--- config.mk ---
export PLATFORM = sky130hd
export DESIGN_NAME = spi_response_reader
export DESIGN_NICKNAME = d
export VERILOG_FILES = /design/src/rtl/spi_sd_pkg.sv /design/src/rtl/spi_response_reader.sv
export SDC_FILE = /design/constraint.sdc
export NUM_CORES = 1
export LEC_CHECK = 0
export CORE_AREA = 2 2 117 74
export CTS_CLUSTER_SIZE = 8
export DETAILED_ROUTE_END_ITERATION = 6
export DIE_AREA = 0 0 119 76
export PLACE_DENSITY = 0.75
export SLEW_MARGIN = 40
export SYNTH_ARGS = -nofsm -noshare
export SYNTH_HDL_FRONTEND = slang
export SYNTH_SLANG_ARGS = --single-unit
--- constraint.sdc ---
create_clock -name clk -period 3.5 [get_ports clk]
set_clock_uncertainty 0.2 [all_clocks]
set_input_delay 0.875 -clock clk [delete_from_list [all_inputs] [get_ports clk]]
set_output_delay 0.875 -clock clk [all_outputs]
set_load 0.01 [all_outputs]
--- src/rtl/spi_sd_pkg.sv ---
// spi_sd_pkg
// Constants and types shared by the SD-card SPI command sender and response
// reader that sit on the same SPI byte engine.
//
// Contents:
//   SD_FILL_BYTE            byte clocked out while only receiving (0xFF)
//   SD_RESP_MAX_BYTES       largest trailing payload after R1 (R3/R7 = 4)
//   SD_R1_START_BIT         bit that is 0 in the first byte of a response
//   SD_POLL_LIMIT_DEFAULT   default NCR filler-byte budget
//   SD_BUSY_LIMIT_DEFAULT   default R1b busy-byte budget
//   resp_state_e            response reader state encoding
//   clamp_resp_len()        limits a requested trailing length to 4

package spi_sd_pkg;

  localparam logic [7:0] SD_FILL_BYTE          = 8'hFF;
  localparam int         SD_RESP_MAX_BYTES     = 4;
  localparam int         SD_R1_START_BIT       = 7;
  localparam int         SD_POLL_LIMIT_DEFAULT = 8;
  localparam int         SD_BUSY_LIMIT_DEFAULT = 65535;

  typedef enum logic [2:0] {
    RESP_IDLE      = 3'd0,
    RESP_POLL_SEND = 3'd1,
    RESP_POLL_WAIT = 3'd2,
    RESP_DATA_SEND = 3'd3,
    RESP_DATA_WAIT = 3'd4,
    RESP_BUSY_SEND = 3'd5,
    RESP_BUSY_WAIT = 3'd6,
    RESP_DONE      = 3'd7
  } resp_state_e;

  function automatic logic [2:0] clamp_resp_len(input logic [2:0] len);
    return (len > 3'(SD_RESP_MAX_BYTES)) ? 3'(SD_RESP_MAX_BYTES) : len;
  endfunction

endpackage

--- src/rtl/spi_response_reader.sv ---
// spi_response_reader
// Receive side of the SD-card SPI command path. After the command sender has
// shifted out a frame, this block clocks 0xFF filler bytes through the shared
// byte engine, hunts for the R1 start byte (first byte with bit 7 clear),
// collects 0-4 trailing bytes (R3/R7) and optionally polls out the R1b busy
// phase (busy while the card returns 0x00).
//
// Ports:
//   clk, rst      clock; asynchronous active-high reset
//   resp_start    one-cycle request, honoured only while idle
//   resp_len      trailing bytes after R1, values above 4 clamp to 4
//   resp_busy     1 = R1b response, poll busy after the trailing bytes
//   resp_rdy      one-cycle completion pulse
//   resp_timeout  R1 hunt or busy poll ran out of budget; held until the
//                 next accepted request
//   resp_r1       captured R1 byte, 0xFF after a poll timeout
//   resp_data     trailing bytes, MSB-first, right-aligned
//   start         one-cycle byte-transfer request to the byte engine
//   data          transmit byte, always the fill byte
//   rdy           byte engine done, rx_data valid this cycle
//   rx_data       byte received during the last transfer

module spi_response_reader
  import spi_sd_pkg::*;
#(
  parameter int POLL_LIMIT = SD_POLL_LIMIT_DEFAULT,  // 1..255
  parameter int BUSY_LIMIT = SD_BUSY_LIMIT_DEFAULT   // 1..65535
) (
  input  logic        clk,
  input  logic        rst,
  input  logic        resp_start,
  input  logic [2:0]  resp_len,
  input  logic        resp_busy,
  output logic        resp_rdy,
  output logic        resp_timeout,
  output logic [7:0]  resp_r1,
  output logic [31:0] resp_data,
  output logic        start,
  output logic [7:0]  data,
  input  logic        rdy,
  input  logic [7:0]  rx_data
);

  localparam logic [7:0]  POLL_LIMIT_C = 8'(POLL_LIMIT);
  localparam logic [15:0] BUSY_LIMIT_C = 16'(BUSY_LIMIT);

  resp_state_e state;
  logic [2:0]  len_q;
  logic        busy_q;
  logic [7:0]  poll_cnt;
  logic [15:0] busy_cnt;

  logic [7:0]  poll_cnt_inc;
  logic [15:0] busy_cnt_inc;
  resp_state_e after_resp;

  assign data         = SD_FILL_BYTE;
  assign poll_cnt_inc = poll_cnt + 8'd1;
  assign busy_cnt_inc = busy_cnt + 16'd1;
  // Where to go once R1 and any trailing bytes are in.
  assign after_resp   = busy_q ? RESP_BUSY_SEND : RESP_DONE;

  // start and resp_rdy are registered and set on the transition into the
  // SEND/DONE states, so each is high for exactly the one cycle spent there.
  always_ff @(posedge clk or posedge rst) begin
    if (rst) begin
      state        <= RESP_IDLE;
      len_q        <= '0;
      busy_q       <= 1'b0;
      poll_cnt     <= '0;
      busy_cnt     <= '0;
      start        <= 1'b0;
      resp_rdy     <= 1'b0;
      resp_timeout <= 1'b0;
      resp_r1      <= SD_FILL_BYTE;
      resp_data    <= '0;
    end else begin
      // NOTE: non-blocking assignments throughout so every branch below sees
      // the register values from the start of the cycle; the pulse outputs
      // default low here and are raised only by the transitions that need them.
      start    <= 1'b0;
      resp_rdy <= 1'b0;

      case (state)
        RESP_IDLE: begin
          if (resp_start) begin
            len_q        <= clamp_resp_len(resp_len);
            busy_q       <= resp_busy;
            resp_timeout <= 1'b0;
            resp_data    <= '0;
            poll_cnt     <= '0;
            busy_cnt     <= '0;
            start        <= 1'b1;
            state        <= RESP_POLL_SEND;
          end
        end

        RESP_POLL_SEND: state <= RESP_POLL_WAIT;

        RESP_POLL_WAIT: begin
          if (rdy) begin
            if (!rx_data[SD_R1_START_BIT]) begin
              resp_r1 <= rx_data;
              if (len_q != 3'd0) begin
                start <= 1'b1;
                state <= RESP_DATA_SEND;
              end else begin
                start    <= busy_q;
                resp_rdy <= ~busy_q;
                state    <= after_resp;
              end
            end else begin
              poll_cnt <= poll_cnt_inc;
              if (poll_cnt_inc == POLL_LIMIT_C) begin
                // No response at all: the busy phase is meaningless, skip it.
                resp_r1      <= SD_FILL_BYTE;
                resp_timeout <= 1'b1;
                resp_rdy     <= 1'b1;
                state        <= RESP_DONE;
              end else begin
                start <= 1'b1;
                state <= RESP_POLL_SEND;
              end
            end
          end
        end

        RESP_DATA_SEND: state <= RESP_DATA_WAIT;

        RESP_DATA_WAIT: begin
          if (rdy) begin
            // Trailing bytes carry arbitrary data, so no start-bit check here.
            resp_data <= {resp_data[23:0], rx_data};
            len_q     <= len_q - 3'd1;
            if (len_q == 3'd1) begin
              start    <= busy_q;
              resp_rdy <= ~busy_q;
              state    <= after_resp;
            end else begin
              start <= 1'b1;
              state <= RESP_DATA_SEND;
            end
          end
        end

        RESP_BUSY_SEND: state <= RESP_BUSY_WAIT;

        RESP_BUSY_WAIT: begin
          if (rdy) begin
            if (rx_data == 8'h00) begin
              busy_cnt <= busy_cnt_inc;
              if (busy_cnt_inc == BUSY_LIMIT_C) begin
                resp_timeout <= 1'b1;
                resp_rdy     <= 1'b1;
                state        <= RESP_DONE;
              end else begin
                start <= 1'b1;
                state <= RESP_BUSY_SEND;
              end
            end else begin
              resp_rdy <= 1'b1;
              state    <= RESP_DONE;
            end
          end
        end

        RESP_DONE: state <= RESP_IDLE;

        default: state <= RESP_IDLE;
      endcase
    end
  end

endmodule

==> results.sh <==
export IMPL_status="completed"
export IMPL_clock_sinks=74
export IMPL_synth_warnings=0
export IMPL_fin_crit_sh_pct=85.9
export IMPL_drtIter0Drc=267
export IMPL_maxCapViolCount=0
export IMPL_antenna_cells=0
export IMPL_synth_top_cell_by_area="dfrtp_1"
export IMPL_drive_gt1_share_pct=8.47
export IMPL_cts_hold_buf=0
export IMPL_timing_fmax_mhz=333
export IMPL_intPower_uw=1950
export IMPL_power_share_switching_pct=34.2
export IMPL_core_area_um2=8100
export IMPL_die_y_um=76
export IMPL_die_width_um=119
export IMPL_cts_buffers=9
export IMPL_reg2regPathDepth=6
export IMPL_critPathKind="in -> reg"
export IMPL_synthTopCellsByCount="nand2_1, dfrtp_1, nand3_1, o21ai_0, nor2_1"
export IMPL_grt_pass1_wl_um=16000
export IMPL_row_count=26
export IMPL_combPwrFrac_pct=31.3
export IMPL_power_density_nw_per_um2=612
export IMPL_fin_cells=608
export IMPL_worstMarginPinSlew_ps=657
export IMPL_ant_nets=0
export IMPL_p_sw_uw=1010
export IMPL_p_total_uw=2960
export IMPL_drv_slew=0
export IMPL_timing_final_crit_period_ps=3010
export IMPL_viasPerCell=5.48
export IMPL_crit_required_ps=3550
export IMPL_grt_setup_unrepaired="no"
export IMPL_yosys_register_bits=74
export IMPL_synth_avg_cell_area_um2=8.89
export IMPL_cts_root_buffer="clkbuf_16"
export IMPL_tns_ps=0
export IMPL_synth_top_area_share_pct=42.5
export IMPL_crit_fanout=13
export IMPL_start_util_pct=47.9
export IMPL_p_clk_share_pct=30.0
export IMPL_grt_pass1_vias=3141
export IMPL_peakVddDrop_uv=475
export IMPL_fillers=704
export IMPL_async_flop_share_pct=100
export IMPL_leakage_uw=0.00213
export IMPL_finalSetupViolations=0
export IMPL_finish_utilization_pct=59.6
export IMPL_die_area_um2=9040
export IMPL_synth_edf_count=0
export IMPL_dp_hpwl_um=6560
export IMPL_num_io_pins=67
export IMPL_htree_levels=3
export IMPL_dp_cells=592
export IMPL_slew_headroom_pct=56.2
export IMPL_grt_overflow_total=0
export IMPL_clockBufferDepth=2
export IMPL_yosysMostFrequentCell="nand2_1"
export IMPL_clkLatencyLatePin_ps=330
export IMPL_place_gp_congestion=0.945
export IMPL_syn_area_um2=3880
export IMPL_cts_tree="done"
export IMPL_hold_path_class="reg -> reg"
export IMPL_worst_setup_path_end_kind="flop"
export IMPL_port_buffers=58
export IMPL_synth_cell_types=59
export IMPL_pwr_share_seq_pct=38.7
export IMPL_hold_viol_final=0
export IMPL_synth_area_leaders="dfrtp_1, nand2_1, nand3_1, dfstp_2, o21ai_0"
export IMPL_cts_resized=0
export IMPL_dr_pass1_iters=4
export IMPL_whs_path_depth=2
export IMPL_wl_per_cell_um=15.3
export IMPL_yosysSeqAreaShare_pct=47.9
export IMPL_cts_setup_buffers=0
export IMPL_cp_start_kind="input port"
export IMPL_crit_arrival_ps=3060
export IMPL_vias=3329
export IMPL_drt_wl_total_um=9320
export IMPL_gr_usage_all_layers_pct=22.0
export IMPL_synthToLayoutAreaGrowth_pct=24.4
export IMPL_synthFlopType="dfrtp_1"
export IMPL_grt_max_degree=54
export IMPL_antenna_found_initial=0
export IMPL_cts_clk_slew_worst_paths_ps=60
export IMPL_nets=514
export IMPL_syn_inst=437
export IMPL_drc=0
==> worst max-delay path, cell delays in order <==
cell	delay, ps
clkdlybuf4s50_1	440
or4_1	620
nor4_2	290
o21bai_1	200
buf_4	240
nor3_1	180
a21oi_1	60
o21ai_0	150
==> registers in the layout (all words and copies together), names as in the netlist <==
register	flops
state	3
busy_q	1
poll_cnt	8
resp_data	32
resp_r1	8
busy_cnt	16
start	1
len_q	3
resp_rdy	1
resp_timeout	1
==> layer usage <==
layer / track usage (%) / part of all wire, % / up-vias
met2: 31.8 / 44 / 94
met5: 0 / 0 / -
met1: 33.4 / 50 / 1613
met4: 5.36 / 0.84 / 0
li1: - / - / 1613
met3: 5.09 / 5.4 / 9
==> kinds of logic (layout without fill, tap and decap cells) <==
logic type	count (synthesis)	count (layout)	synth area share, %
AND/OR/NAND/NOR	214	214	26.5
flip-flops	74	74	47.9
buffers and inverters	42	94	5.35
adder cells (fa/ha/maj)	7	7	2.26
XOR/XNOR	8	8	1.80
AO/OA/AOI/OAI	87	87	15.0
other	1	8	0.0966
multiplexers	4	4	1.03
==> final timing paths <==
kind	to	slack (ps)	start
worst max-delay path	busy_cnt[3]$_DFFE_PP0P_	490	rx_data[3]
max in group asynchronous	resp_r1[1]$_DFFE_PP1P_	1680	rst
worst min-delay path	resp_data[27]$_DFFE_PP0P_	270	resp_data[27]$_DFFE_PP0P_
worst min register to register	resp_data[27]$_DFFE_PP0P_	270	resp_data[27]$_DFFE_PP0P_
min in group asynchronous	poll_cnt[2]$_DFFE_PP0P_	700	rst
worst max register to register	resp_r1[3]$_DFFE_PP1P_	600	poll_cnt[0]$_DFFE_PP0P_
==> power by group through the flow <==
stage	logic [uW]	registers (uW)	clock network (uW)
after floorplan	560	1150	0
after global placement	906	1150	0
after detailed placement	918	1150	0
after CTS	924	1140	903
after global routing	1020	1170	936
final	924	1140	887
==> stage by stage <==
stage | hold WS [ps] | cell area (um^2) | setup slack, ps
after floorplan | 293 | 3910 | 557
after global placement | 249 | 4540 | 243
after detailed placement | 255 | 4540 | 171
after CTS | 268 | 4830 | 499
after global routing | 308 | 4830 | 377
final | 265 | 4830 | 494
==> cell type report <==
cell class / instances / area [um^2] / share of cell area, %
sequential: 74 / 1860 / 38.5
multi-input combinational: 328 / 1850 / 38.2
timing repair buffer: 65 / 646 / 13.4
clock buffer: 11 / 233 / 4.82
tap: 112 / 140 / 2.90
clock inverter: 5 / 55.1 / 1.14
inverter: 13 / 48.8 / 1.01
==> cells in the final DEF (no fill, tap or decap), types with 3 or more instances in the layout <==
cell / Yosys / final
clkbuf_16: 0 / 9
inv_1: 12 / 11
nand4_1: 5 / 5
xnor2_1: 5 / 5
o31ai_1: 7 / 7
nand3_1: 46 / 46
mux2i_1: 4 / 4
nand2_1: 98 / 98
dfstp_2: 8 / 8
and3_1: 4 / 4
nor2_1: 23 / 22
xor2_1: 3 / 3
dfrtp_1: 66 / 66
nor4_1: 4 / 4
o22a_1: 7 / 7
ha_1: 7 / 7
and2_1: 5 / 5
buf_4: 8 / 6
a21oi_1: 15 / 14
or2_2: 3 / 3
clkdlybuf4s50_1: 0 / 58
nor3_1: 5 / 5
o21ai_0: 33 / 33
o21a_1: 3 / 3
or3_1: 3 / 3
conb_1: 1 / 8
nand2b_1: 6 / 6
Power figures use the tool's default switching activity.
